===== src/rtl/gen_clk_pkg.sv =====
// gen_clk_pkg
// Shared constants and helpers for the gen_clk serial-clock divider.
//   CLK_IN_HZ_DEF : default system clock frequency (Hz)
//   SCL_HZ_DEF    : default divided clock frequency (Hz)
//   calc_half()   : clk_in cycles per clk_out half-period (truncating,
//                   so the divided clock is never slower than requested)
`timescale 1ns/1ps
package gen_clk_pkg;

    localparam int CLK_IN_HZ_DEF = 50_000_000;
    localparam int SCL_HZ_DEF    = 100_000;

    function automatic int calc_half(input int clk_hz, input int scl_hz);
        return clk_hz / (2 * scl_hz);
    endfunction

endpackage


===== src/rtl/gen_clk_rst_sync.sv =====
// gen_clk_rst_sync
// Two-flop reset synchroniser: assertion is asynchronous, release is
// aligned to clk_in so downstream flops never see a release near an edge.
// Ports:
//   clk_in     : system clock
//   resetN     : asynchronous active-low reset from the outside world
//   rst_n_sync : active-low reset, asserted async, deasserted 2 edges later
`timescale 1ns/1ps
module gen_clk_rst_sync (
    input  logic clk_in,
    input  logic resetN,
    output logic rst_n_sync
);

    logic [1:0] sync_reg;

    always_ff @(posedge clk_in or negedge resetN) begin
        if (!resetN) begin
            sync_reg <= 2'b00;
        end else begin
            sync_reg <= {sync_reg[0], 1'b1};
        end
    end

    assign rst_n_sync = sync_reg[1];

endmodule


===== src/rtl/gen_clk.sv =====
// gen_clk
// Divides clk_in down to a 50%-duty serial clock (SCL style) and produces
// single-cycle strobes at each divided-clock edge, so a bus master can run
// entirely on clk_in using the strobes as clock enables.
// Parameters:
//   CLK_IN_HZ : clk_in frequency in Hz
//   SCL_HZ    : requested clk_out frequency in Hz
// Ports:
//   clk_in       : system clock, all logic on its rising edge
//   resetN       : asynchronous active-low reset (release synchronised)
//   clk_out      : divided clock, period 2*HALF clk_in cycles
//   scl_posedge  : high in the first clk_in cycle with clk_out == 1
//   scl_negedge  : high in the first clk_in cycle with clk_out == 0
// Optional (macro GEN_CLK_MID_EN):
//   scl_high_mid : high for one cycle at the centre of each high level
//   scl_low_mid  : high for one cycle at the centre of each low level
`timescale 1ns/1ps
module gen_clk
    import gen_clk_pkg::*;
#(
    parameter int CLK_IN_HZ = CLK_IN_HZ_DEF,
    parameter int SCL_HZ    = SCL_HZ_DEF
) (
    input  logic clk_in,
    input  logic resetN,
    output logic clk_out,
    output logic scl_posedge,
    output logic scl_negedge
`ifdef GEN_CLK_MID_EN
    ,
    output logic scl_high_mid,
    output logic scl_low_mid
`endif
);

    localparam int HALF  = calc_half(CLK_IN_HZ, SCL_HZ);
    localparam int CNT_W = (HALF > 1) ? $clog2(HALF) : 1;
    localparam logic [CNT_W-1:0] CNT_MAX = CNT_W'(HALF - 1);

    if (HALF < 2) begin : g_bad_half
        $fatal(1, "gen_clk: HALF must be at least 2");
    end

    logic             rst_n_sync;
    logic [CNT_W-1:0] cnt_reg, cnt_next;
    logic             clk_reg, clk_next;
    logic             pos_reg, pos_next;
    logic             neg_reg, neg_next;
    logic             wrap;

    gen_clk_rst_sync u_rst_sync (
        .clk_in     (clk_in),
        .resetN     (resetN),
        .rst_n_sync (rst_n_sync)
    );

    always_comb begin
        wrap     = (cnt_reg == CNT_MAX);
        cnt_next = cnt_reg + 1'b1;
        clk_next = clk_reg;
        pos_next = 1'b0;
        neg_next = 1'b0;
        if (wrap) begin
            cnt_next = '0;
            clk_next = ~clk_reg;
            // Strobe direction follows the level being entered.
            pos_next = ~clk_reg;
            neg_next = clk_reg;
        end
    end

    always_ff @(posedge clk_in or negedge rst_n_sync) begin
        if (!rst_n_sync) begin
            cnt_reg <= '0;
            clk_reg <= 1'b0;
            pos_reg <= 1'b0;
            neg_reg <= 1'b0;
        end else begin
            cnt_reg <= cnt_next;
            clk_reg <= clk_next;
            pos_reg <= pos_next;
            neg_reg <= neg_next;
        end
    end

    assign clk_out     = clk_reg;
    assign scl_posedge = pos_reg;
    assign scl_negedge = neg_reg;

`ifdef GEN_CLK_MID_EN
    localparam logic [CNT_W-1:0] MID_CNT = CNT_W'(HALF / 2 - 1);

    logic high_mid_reg;
    logic low_mid_reg;

    // Decode on the next-state values so the registered strobe lines up with
    // the cycle in which the counter actually holds MID_CNT.
    always_ff @(posedge clk_in or negedge rst_n_sync) begin
        if (!rst_n_sync) begin
            high_mid_reg <= 1'b0;
            low_mid_reg  <= 1'b0;
        end else begin
            high_mid_reg <= (cnt_next == MID_CNT) &&  clk_next;
            low_mid_reg  <= (cnt_next == MID_CNT) && !clk_next;
        end
    end

    assign scl_high_mid = high_mid_reg;
    assign scl_low_mid  = low_mid_reg;
`endif

endmodule


===== config.mk =====
export PLATFORM = sky130hd
export DESIGN_NAME = gen_clk
export DESIGN_NICKNAME = d
export VERILOG_FILES = /design/src/rtl/gen_clk_pkg.sv /design/src/rtl/gen_clk_rst_sync.sv /design/src/rtl/gen_clk.sv
export SDC_FILE = /design/constraint.sdc
export NUM_CORES = 1
export LEC_CHECK = 0
export ABC_AREA = 1
export BUFFER_PORTS_ARGS = -buffer_cell sky130_fd_sc_hd__buf_2
export CORE_AREA = 2 2 39 41
export CTS_CLUSTER_SIZE = 16
export DETAILED_ROUTE_END_ITERATION = 8
export DIE_AREA = 0 0 41 43
export GPL_ROUTABILITY_DRIVEN = 0
export PLACE_DENSITY_LB_ADDON = 0.15
export SYNTH_ARGS = -nofsm -noshare
export SYNTH_HDL_FRONTEND = slang
export SYNTH_SLANG_ARGS = --single-unit

===== constraint.sdc =====
create_clock -name clk_in -period 0.8 [get_ports clk_in]
set_input_delay 0.12 -clock clk_in [delete_from_list [all_inputs] [get_ports clk_in]]
set_output_delay 0.12 -clock clk_in [all_outputs]
set_load 0.02 [all_outputs]

==> results.md, run 1 <==
- Across the whole layout, storage elements account for between 300 and 400 um2.
- The clock-pin slew on the worst setup and hold paths is 0.08 ns.
- The count of max-cap constraint violations is 0.
- The count of vias placed by the detailed router is around 450.
- In the routed layout, each cell is associated on average with a via count of 4.460.
- The share of the Yosys chip area taken by registers is 57.14%.
- Per report_power, the combinational group accounts for 2.3% of the total.
- Entering global routing, the biggest net connects 10 pins.
- The worst endpoint data arrival time is around 1.4 ns.
- The worst-case IR drop observed on VDD is approximately 0.0010 V.
- For this block, the routed nets add up to 1085 um of wire.
- The die height is 43 um.
- Counting both buffers and inverters, the worst setup path holds a total of 1.
- After detailed routing, the number of remaining DRC violations is 0.
- The finished cells cover 817.0 um2.
- The count of TritonRoute iterations in the first routing pass is 1.
- The initial antenna violation count is 0.
- The number of clock buffers inserted by TritonCTS is 3.
- The startpoint class of the critical path is a flip-flop.
- Setup repair after global routing could not meet its margin everywhere.
- The estimated wirelength of the detail-placed design is 719.7 um.
- The net count after synthesis is just under 70.
- Internal power comes to 869.8 uW.
- The layout-stage area growth over the synthesis result is 43.52%.
- The flip-flop count of the largest register after layout is 8.
- The worst clock skew is ~0.00076 ns.
- At the end of the flow, the number of nets in the layout was 89.
- For this run, the number of Yosys warnings is 0.
- The post-route minimum period is 1.185 ns.
- The H-tree depth is 1.
- The number of placed I/O pins is 5.
- The netlist area before placement is 569.3 um2.
- The number of routed nets with antenna violations is 0.
- The number of global-route vias before repair is 427.
- The placeable core area is about 1400 um2.
- The family with the most delay on the worst path is flip-flops.
- Net switching is 21.44% of the power.
- The TritonCTS clock tree is done.
- The synthesized area divided by synthesized cell count is 8.895 um2.
- Summed over all nets, wire length on met2 after detailed routing comes to roughly 540 um.
- The die is ~41 um wide.
- The total of endpoints with negative setup slack in the final report is 14.
- The deepest clock path buffer count is 2.
- At the worst endpoint, the required time is a little under 1 ns.
- The floorplan step defined a die boundary enclosing 1763 um2.
- The clock share of power is between 30% and 40%.
- The fill cell total of the finished layout is 126.
- After technology mapping, the gate count stands at 64.
- The floorplan has 14 rows.
- For this design, the slowest cell found on the critical path is sky130_fd_sc_hd__dfrtp_1.
- The highest clock rate is ~840 MHz.
- The met3 layer wire length in the routed design is around 34 um.
- The flip-flop and latch count after synthesis is 13.
- After routing, the total negative slack on setup checks comes to -4.343 ns.
- The library cell used most frequently in the layout, excluding fill and tap cells, is sky130_fd_sc_hd__dfrtp_1.
- On the worst path, the slowest cell contributes a delay of just over 0.4 ns.
- The net switching power is 237.4 uW.
- The highest metal layer used by the detailed router is met4.
- Of the available clock period, the critical path in the final layout requires 148.2%.
- Cells fill 59.04% of the core in the end.
- Walking the worst path, the cells encountered are inv_2 -> ha_4 -> nand2_4 -> nor2_4 -> nand2_4 -> o21ai_2 -> nor2_1.
- The run finished, with violations left.
- Clock tree synthesis selected as its root buffer the cell sky130_fd_sc_hd__clkbuf_4.
- By startpoint and endpoint, the worst setup path is classified as reg -> reg.
- In this run the static leakage power is 0.4381 nW.
- The multi-input combinational cells in the finished layout cover a total of between 200 and 300 um2.
- The total power per unit cell area is 1355 nW/um2.
- The path class of the tightest hold or removal check is reg -> async.
- The sum of routed wire segments on met1 is 488 um.
- The setup slack at placement is -0.3555 ns.
- The share of layout cells above drive strength 1 is a little under half.
- The latest clock arrival within the worst-skew pair is 0.28 ns.
- Port buffering added 4 buffers.
- In the layout the commonest cells are sky130_fd_sc_hd__dfrtp_1, sky130_fd_sc_hd__nand2_1, sky130_fd_sc_hd__nor2_1, sky130_fd_sc_hd__buf_4, sky130_fd_sc_hd__nor2_2.
- For this design, the sink count on the clock tree is 13.
- The number of max-slew violations in the final report is 0.
- The final reports fail on setup timing.
- The instance area after placement is 686.9 um2.
- After layout, the worst setup slack is -0.3854 ns.
- The number of hold violations in the final report is 0.
- After the first detailed-routing iteration, the DRC count stood at 0.
- The wire length per cell after detailed routing is 10.85 um.
- STA classifies the critical path endpoint as a flip-flop.
- The total global-route track usage is 15.98%.
- The total inserted antenna cells is 0.
- For this configuration, the core starts out at a cell density of approximately two fifths.
- By instance count, the cell type seen most on the critical path is sky130_fd_sc_hd__nand2_4.
- The fraction of power consumed by sequential logic is 60.1%.
- The number of different library cells in the post-synthesis netlist is 14.
- Global routing finished with a remaining overflow of 0.
- The global-route wire length before repair is ~1800 um.
- Of all nets on the critical path, the largest fanout is 5.
[power groups by stage]
stage | registers, mW | clock network [mW] | logic, mW
global placement | 0.679 | 0 | 0.0234
CTS | 0.666 | 0.430 | 0.0275
detailed placement | 0.679 | 0 | 0.0239
global route | 0.667 | 0.451 | 0.0304
finish | 0.666 | 0.416 | 0.0253
floorplan | 0.683 | 0 | 0.000406
[routing by layer]
layer / GRT usage [%] / vias to the layer above
met3: 4.712 / 2
met1: 23.37 / 205
met5: 0 / -
met4: 10.00 / 0
met2: 20.00 / 7
li1: - / 232
[final timing paths]
path,from,to,slack [ns],cells past startpoint
hold reg to reg,u_rst_sync.sync_reg[1]$_DFF_PN0_,cnt_reg[3]$_DFF_PN0_,0.06,0
min in group clk_in,u_rst_sync.sync_reg[0]$_DFF_PN0_,u_rst_sync.sync_reg[1]$_DFF_PN0_,0.36,0
setup reg to reg,cnt_reg[1]$_DFF_PN0_,cnt_reg[2]$_DFF_PN0_,-0.39,7
max in group asynchronous,u_rst_sync.sync_reg[1]$_DFF_PN0_,clk_out$_DFFE_PN0N_,0.46,1
setup / recovery,cnt_reg[1]$_DFF_PN0_,cnt_reg[2]$_DFF_PN0_,-0.39,7
hold / removal,u_rst_sync.sync_reg[1]$_DFF_PN0_,cnt_reg[3]$_DFF_PN0_,0.06,0
[per-stage QoR]
step	std cells	power (mW)	hold slack (ns)
3_3_place_gp	92	0.7028	-0.09363
5_1_grt	100	1.149	0.08306
3_5_place_dp	92	0.7033	-0.09464
2_1_floorplan	64	0.6835	-0.1756
6_report	100	1.107	0.06361
4_1_cts	98	1.124	0.06791
[logic make-up (layout without fill, tap and decap cells)]
| logic type | after synthesis | after routing | share of synthesized area [%] |
|---|---|---|---|
| AO/OA/AOI/OAI | 4 | 4 | 3.517 |
| adder cells (fa/ha/maj) | 2 | 2 | 4.395 |
| buffers and inverters | 7 | 26 | 4.616 |
| other | 1 | 1 | 0.6587 |
| AND/OR/NAND/NOR | 37 | 38 | 29.67 |
| flip-flops | 13 | 13 | 57.14 |
[synthesized netlist by cell type]
| cell | n | area share (%) |
|---|---|---|
| sky130_fd_sc_hd__dfrtp_1 | 13 | 57 |
| sky130_fd_sc_hd__inv_2 | 2 | 1.3 |
| sky130_fd_sc_hd__nor2_1 | 15 | 9.9 |
| sky130_fd_sc_hd__o21ai_0 | 2 | 1.8 |
| sky130_fd_sc_hd__nor2_4 | 2 | 4.0 |
| sky130_fd_sc_hd__a21oi_1 | 2 | 1.8 |
| sky130_fd_sc_hd__conb_1 | 1 | 0.66 |
| sky130_fd_sc_hd__nand3_1 | 2 | 1.8 |
| sky130_fd_sc_hd__nand2_4 | 1 | 2.0 |
| sky130_fd_sc_hd__ha_1 | 2 | 4.4 |
| sky130_fd_sc_hd__nand2_2 | 1 | 1.1 |
| sky130_fd_sc_hd__nor2_2 | 1 | 1.1 |
| sky130_fd_sc_hd__nand2_1 | 15 | 9.9 |
| sky130_fd_sc_hd__inv_1 | 5 | 3.3 |
[area by class of cell]
class	instances	area share, %
Tap cell	16	2.450
Multi-Input combinational cell	45	34.15
Sequential cell	13	39.97
Timing Repair Buffer	15	16.69
Inverter	7	3.522
Clock buffer	4	3.216
[repair_timing]
item,in CTS,in global routing
cloned,0,1
buffers inserted,1,1
hold buffers,1,0
pin swaps,0,5
resized for setup,6,18
hold endpoints to repair,2,0
setup endpoints to repair,14,14
No activity file was read; power rests on OpenSTA's default activity.
==> run 2, diff against run 1 <==
SETUP_SLACK_MARGIN = 0.4   (was unset)
==> results.md, run 2 (same netlist as run 1, synthesis figures left out) <==
- The startpoint class of the critical path is a flip-flop.
- The busiest layer in global routing is met1.
- Setup repair after global routing could not meet its margin everywhere.
- The die area is 1763 um2 (unchanged).
- The number of placed I/O pins is 5 (unchanged).
- The number of max-slew violations in the final report is 0 (unchanged).
- The count of TritonRoute iterations in the first routing pass is 2 (+1).
- The die boundary width is 41 um (unchanged).
- The layout net count is 86 (-3.4%).
- The total power per unit cell area came to 1435 nW/um2 (+5.9%).
- The flip-flop count of the largest register after layout came to 8 (unchanged).
- The deepest clock path buffer count is 2 (unchanged).
- The share of layout cells above drive strength 1 was 35.80% (-12 points).
- The H-tree depth is 1 (unchanged).
- The routed wire length is 987 um (-9.0%).
- The endpoint required time on the critical path is 0.96 ns (-0.02 ns).
- The switching portion of total power is 20.09% (-1.4 points).
- The total power after layout is 1.079 mW (-2.6%).
- The number of global-route vias before repair is 404 (-5.4%).
- The cell chosen for the clock root is sky130_fd_sc_hd__clkbuf_4.
- The DRC violation count after routing is 0 (unchanged).
- The kind of path behind the tightest hold check is reg -> async.
- The most numerous cell type found on the critical path is sky130_fd_sc_hd__nand2_4.
- The run finished, with violations left.
- The final non-filler cell area is 752.0 um2 (-8.0%).
- The number of hold violations in the final report is 0 (unchanged).
- The starting DRC count in detailed routing is 4 (+4).
- The die height is 43 um (unchanged).
- The TritonCTS clock tree is done.
- The number of sinks on the clock net is 13 (unchanged).
- The total global-route track usage is 13.95% (-2.0 points).
- The portion of the clock cycle consumed by the worst path in the final layout is 144.9% (-3.3 points).
- The clock share of power is 36.6% (-1.0 points).
- The number of clock buffers inserted by TritonCTS is 3 (unchanged).
- The placement row count is 14 (unchanged).
- The top cell types in the final layout, fill and taps aside, are sky130_fd_sc_hd__nand2_1, sky130_fd_sc_hd__nor2_1, sky130_fd_sc_hd__dfrtp_1, sky130_fd_sc_hd__buf_4, sky130_fd_sc_hd__inv_1.
- The highest clock rate came to 862.7 MHz (+2.3%).
- The routing usage on met1 is 19.66% (-3.7 points).
- The worst endpoint data arrival time came to 1.32 ns (-0.04 ns).
- The maximum fanout along the worst path is 5 (unchanged).
- The total of buffers placed on input and output ports is 4 (unchanged).
- The clock-pin slew on the worst setup and hold paths is 0.08 ns (about the same).
- The signal on the critical path passes through inv_2 -> ha_4 -> nand2_4 -> nor2_4 -> nand2_4 -> o21ai_1 -> nor2_1.
- The leakage power is 0.4056 nW (-7.4%).
- The latest clock arrival within the worst-skew pair is 0.27 ns (about the same).
- The count of vias placed by the detailed router is 427 (-4.3%).
- The fill cell total of the finished layout is 119 (-5.6%).
- The initial antenna violation count was 0 (unchanged).
- The total of endpoints with negative setup slack in the final report is 14 (unchanged).
- The critical path's largest stage delay is 0.41 ns (about the same).
- The net switching power is 216.8 uW (-8.7%).
- The post-route minimum period was 1.159 ns (-0.02620 ns).
- The peak ir drop on the vdd network is 0.001034 V (-0.11%).
- The via density per instance came to 4.402 (-1.3%).
- The placeable core area was 1384 um2 (unchanged).
- The fraction of power consumed by combinational cells is 2.0% (-0.3 points).
- The number of routed nets with antenna violations is 0 (unchanged).
- The setup slack at placement was -0.3548 ns (+0.0007610 ns).
- The worst path setup slack after routing is -0.3592 ns (+0.02620 ns).
- The total congestion overflow came to 0 (unchanged).
- The area growth from synthesis to layout is 32.09%.
- The checks that failed: setup timing.
- The fraction of power consumed by sequential logic is 61.4% (+1.3 points).
- The pin count of the biggest net entering global routing is 12 (+2).
- The category of the most critical setup path is reg -> reg.
- The count of max-cap constraint violations is 0 (unchanged).
- The estimated wirelength of the detail-placed design was 681.4 um (-5.3%).
- The standard cell with the maximum stage delay on the critical path is sky130_fd_sc_hd__dfrtp_1.
- The sort of element at the end of the critical path is a flip-flop.
- The instance area after placement is 660.6 um2 (-3.8%).
- The effective utilization at floorplan is 41.14% (unchanged).
- The total inserted antenna cells is 0 (unchanged).
- The global routing met2 resource utilization is 19.06% (-0.94 points).
- The met3 capacity usage during global routing was 4.712% (unchanged).
- The internal power consumption is 862.2 uW (-0.88%).
- The worst clock skew is 0.005027 ns (+0.004272 ns).
- The wire length per cell after detailed routing is 10.18 um (-6.2%).
- The worst-case reg-to-reg path depth came to 7 (unchanged).
- The global-route wire length before repair is 1642 um (-8.5%).
## run 2: repair_timing
| item | in CTS | in global routing |
|---|---|---|
| setup buffers | 1 | 0 |
| cloned | 0 | 1 |
| gates resized for setup | 6 | 7 |
| hold endpoints to repair | 2 | 0 |
| endpoints found under the setup margin | 15 | 15 |
| pin swaps | 0 | 2 |
| hold buffers | 1 | 0 |
## run 2: per-stage QoR
step	TNS, ns	hold slack, ns	cells	utilization [%]
5_1_grt	-4.865	0.1525	97	54.34
6_report	-3.915	0.1540	97	54.34
2_1_floorplan	-2.570	-0.1756	64	-
4_1_cts	-3.835	0.1499	96	52.26
3_3_place_gp	-3.217	-0.09339	90	47.74
3_5_place_dp	-3.410	-0.09150	90	47.74
## run 2: cell type report
class                      instances  area (um2)  area share (%)
sequential                        13       327.8           43.59
clock buffer                       4       26.28           3.494
tap                               16       20.02           2.662
timing repair buffer              12       101.3           13.48
multi-input combinational         45       250.2           33.28
inverter                           7       26.28           3.494
## run 2: layer usage
layer,up-vias,wire (um)
met4,0,12
li1,226,-
met2,4,484
met5,-,0
met1,195,471
met3,2,19
## run 2: final timing paths
path | startpoint | endpoint | slack [ns]
worst min-delay path | u_rst_sync.sync_reg[1]$_DFF_PN0_ | cnt_reg[4]$_DFF_PN0_ | 0.15
worst max register to register | cnt_reg[1]$_DFF_PN0_ | cnt_reg[2]$_DFF_PN0_ | -0.36
worst min register to register | u_rst_sync.sync_reg[1]$_DFF_PN0_ | cnt_reg[4]$_DFF_PN0_ | 0.15
min in group clk_in | u_rst_sync.sync_reg[0]$_DFF_PN0_ | u_rst_sync.sync_reg[1]$_DFF_PN0_ | 0.37
max in group asynchronous | u_rst_sync.sync_reg[1]$_DFF_PN0_ | cnt_reg[0]$_DFF_PN0_ | 0.48
worst max-delay path | cnt_reg[1]$_DFF_PN0_ | cnt_reg[2]$_DFF_PN0_ | -0.36
## run 2: worst max-delay path, delay by kind of cell, from the launching register on
| family | cells | cell delay, ns |
|---|---|---|
| AOI/OAI and AO/OA | 1 | 0.09 |
| DFF | 1 | 0.41 |
| and+or+nand+nor | 4 | 0.34 |
| buffers and inverters | 1 | 0.08 |
| adders and majority gates | 1 | 0.13 |
## run 2: power groups by stage
stage,clock (mW),sequential (mW),combinational [mW]
floorplan,0,0.683,0.000406
global placement,0,0.676,0.0188
detailed placement,0,0.676,0.0193
CTS,0.415,0.663,0.0229
global route,0.441,0.663,0.0256
finish,0.395,0.663,0.0216
==> run 3, diff against run 2 <==
CAP_MARGIN = 10   (was unset)
CORE_AREA = 5 5 42 44   (was 2 2 39 41)
DIE_AREA = 0 0 47 49   (was 0 0 41 43)
==> results.md, run 3 (same netlist as run 1, synthesis figures left out) <==
- The deepest clock path buffer count is 2 (unchanged).
- The register area is 327.8 um2 (unchanged).
- The count of TritonRoute iterations in the first routing pass is 6 (+4).
- The total inserted antenna cells was 0 (unchanged).
- The global-route wire length before repair came to 1828 um (+11%).
- The routed wire length is 1083 um (+9.7%).
- The total congestion overflow is 0 (unchanged).
- The total global-route track usage is 10.90% (-3.0 points).
- The endpoint required time on the critical path was 0.97 ns (about the same).
- The TritonCTS clock tree is done.
- The flow ran to the end, but the final reports show violations.
- The total of buffers placed on input and output ports was 4 (unchanged).
- The setup slack at placement is -0.3724 ns (-0.01761 ns).
- The startpoint class of the critical path is a flip-flop.
- The final worst hold slack is 0.1504 ns (-0.003608 ns).
- The layout net count is 88 (+2.3%).
- The clock-pin slew on the worst setup and hold paths is 0.08 ns (about the same).
- The die height is 49 um (+14%).
- The number of hold violations in the final report is 0 (unchanged).
- The setup TNS was -4.071 ns (-0.1558 ns).
- The initial antenna violation count is 0 (unchanged).
- The worst endpoint data arrival time was 1.33 ns (about the same).
- The starting DRC count in detailed routing is 5 (+1).
- The leakage power was 0.4152 nW (+2.4%).
- The maximum fanout along the worst path is 4 (-1).
- The effective utilization at floorplan came to 40.63% (-0.51 points).
- The area of the multi-input gates is 265.3 um2 (+6.0%).
- The number of routed nets with antenna violations is 0 (unchanged).
- The checks that failed: setup timing.
- The pin count of the biggest net entering global routing came to 12 (unchanged).
- The total of endpoints with negative setup slack in the final report came to 14 (unchanged).
- The placement row count is 14 (unchanged).
- The count of placed standard cells including taps is 91 (+1.1%).
- The count of vias placed by the detailed router was 464 (+8.7%).
- The placeable core area is 1401 um2 (+1.3%).
- The non-filler instance count after layout is 99 (+2.1%).
- The total power per unit cell area is 1376 nW/um2 (-4.1%).
- The library cells used most frequently in the layout, excluding fill and tap cells, are sky130_fd_sc_hd__nor2_1, sky130_fd_sc_hd__nand2_1, sky130_fd_sc_hd__dfrtp_1, sky130_fd_sc_hd__buf_4.
- The peak ir drop on the vdd network is 0.0009966 V (-3.6%).
- In this design, the largest share of critical-path delay is due to flip-flops.
- The flip-flop count of the largest register after layout is 8 (unchanged).
- Counting stages on the worst path, the most repeated cell is sky130_fd_sc_hd__inv_2.
- The share of layout cells above drive strength 1 was 42.17% (+6.4 points).
- The leading cell type in the layout, fill and taps excluded is sky130_fd_sc_hd__nor2_1.
- The worst clock skew is 0.003749 ns (-0.001279 ns).
- The highest clock rate came to 858.2 MHz (-0.52%).
- The via density per instance is 4.687 (+6.5%).
- The category of the most critical setup path is reg -> reg.
- The wire length per cell after detailed routing came to 10.94 um (+7.5%).
- The cell sitting at the root of the clock tree is a sky130_fd_sc_hd__clkbuf_4.
- The estimated wirelength of the detail-placed design is 744.7 um (+9.3%).
- The H-tree depth came to 1 (unchanged).
- The count of max-cap constraint violations came to 0 (unchanged).
- The post-route minimum period is 1.165 ns (+0.006029 ns).
- The number of clock buffers inserted by TritonCTS is 3 (unchanged).
- The total power after layout was 1.076 mW (-0.29%).
- The layout-stage area growth over the synthesis result is 37.36%.
- The standard cell with the maximum stage delay on the critical path is sky130_fd_sc_hd__dfrtp_1.
- The fill cell total of the finished layout is 136 (+14%).
- The number of max-slew violations in the final report is 0 (unchanged).
- The critical path's largest stage delay was 0.42 ns (about the same).
- The signal on the critical path passes through inv_2 -> ha_4 -> nand2_4 -> nor2_4 -> nand2_2 -> inv_2 -> nor2_1.
- The latest clock arrival within the worst-skew pair is 0.27 ns (about the same).
- The DRC violation count after routing is 0 (unchanged).
- The die area came to 2303 um2 (+31%).
- Setup repair after global routing could not meet its margin everywhere.
- The portion of the clock cycle consumed by the worst path in the final layout is 145.6% (+0.75 points).
- The die boundary width is 47 um (+15%).
- The number of placed I/O pins was 5 (unchanged).
- The number of sinks on the clock net is 13 (unchanged).
- The worst path setup slack after routing was -0.3652 ns (-0.006029 ns).
- The sort of element at the end of the critical path is a flip-flop.
- The path class of the tightest hold or removal check is reg -> async.
- The buffers plus inverters on the worst setup path is 2 (+1).
- The number of global-route vias before repair is 434 (+7.4%).
-- run 3: changes by cell type in the layout (fill, tap and decap cells not counted) --
cell                      before  now
sky130_fd_sc_hd__buf_4         7    9
sky130_fd_sc_hd__nand2_1      14   12
sky130_fd_sc_hd__nand2_2       2    4
sky130_fd_sc_hd__ha_1          1    0
sky130_fd_sc_hd__ha_2          0    1
sky130_fd_sc_hd__nor2_1       14   13
sky130_fd_sc_hd__nor2_4        2    3
-- run 3: final timing paths --
path	slack, ns	startpoint	to	cells past startpoint
min in group clk_in	0.36	u_rst_sync.sync_reg[0]$_DFF_PN0_	u_rst_sync.sync_reg[1]$_DFF_PN0_	0
worst max register to register	-0.37	cnt_reg[1]$_DFF_PN0_	cnt_reg[1]$_DFF_PN0_	7
worst max-delay path	-0.37	cnt_reg[1]$_DFF_PN0_	cnt_reg[1]$_DFF_PN0_	7
worst min register to register	0.15	u_rst_sync.sync_reg[1]$_DFF_PN0_	scl_negedge$_DFF_PN0_	1
worst min-delay path	0.15	u_rst_sync.sync_reg[1]$_DFF_PN0_	scl_negedge$_DFF_PN0_	1
max in group asynchronous	0.49	u_rst_sync.sync_reg[1]$_DFF_PN0_	cnt_reg[0]$_DFF_PN0_	1
-- run 3: report_power, final --
group | internal, mW | switching (mW)
Sequential | 0.661 | 0.00121
Clock | 0.193 | 0.200
Combinational | 0.00819 | 0.0127
-- run 3: area by class of cell --
cell class	instances	area share (%)
clock buffer	4	3.360
inverter	7	3.360
multi-input combinational	45	33.92
sequential	13	41.92
tap	16	2.560
timing repair buffer	14	14.88
-- run 3: per-layer routing --
| metal | vias to the layer above | part of all wire [%] | GRT usage [%] |
|---|---|---|---|
| met5 | - | 0 | 0 |
| met4 | 0 | 0.37 | 4.147 |
| met3 | 2 | 3.6 | 4.428 |
| met2 | 6 | 50 | 15.38 |
| met1 | 223 | 46 | 14.69 |
| li1 | 233 | - | - |
-- run 3: through the flow --
| step | cell area, um2 | utilization (%) |
|---|---|---|
| CTS | 730.7 | 52.14 |
| global route | 782.0 | 55.80 |
| finish | 782.0 | 55.80 |
| floorplan | 575.6 | - |
| detailed placement | 668.1 | 47.68 |
| global placement | 668.1 | 47.68 |
-- run 3: repair_timing --
item	CTS	global route
buffers inserted	1	1
resized for setup	6	12
hold buffers	1	0
pin swaps	0	3
gates cloned	0	1
endpoints found under the hold margin	2	0
setup endpoints to repair	15	15
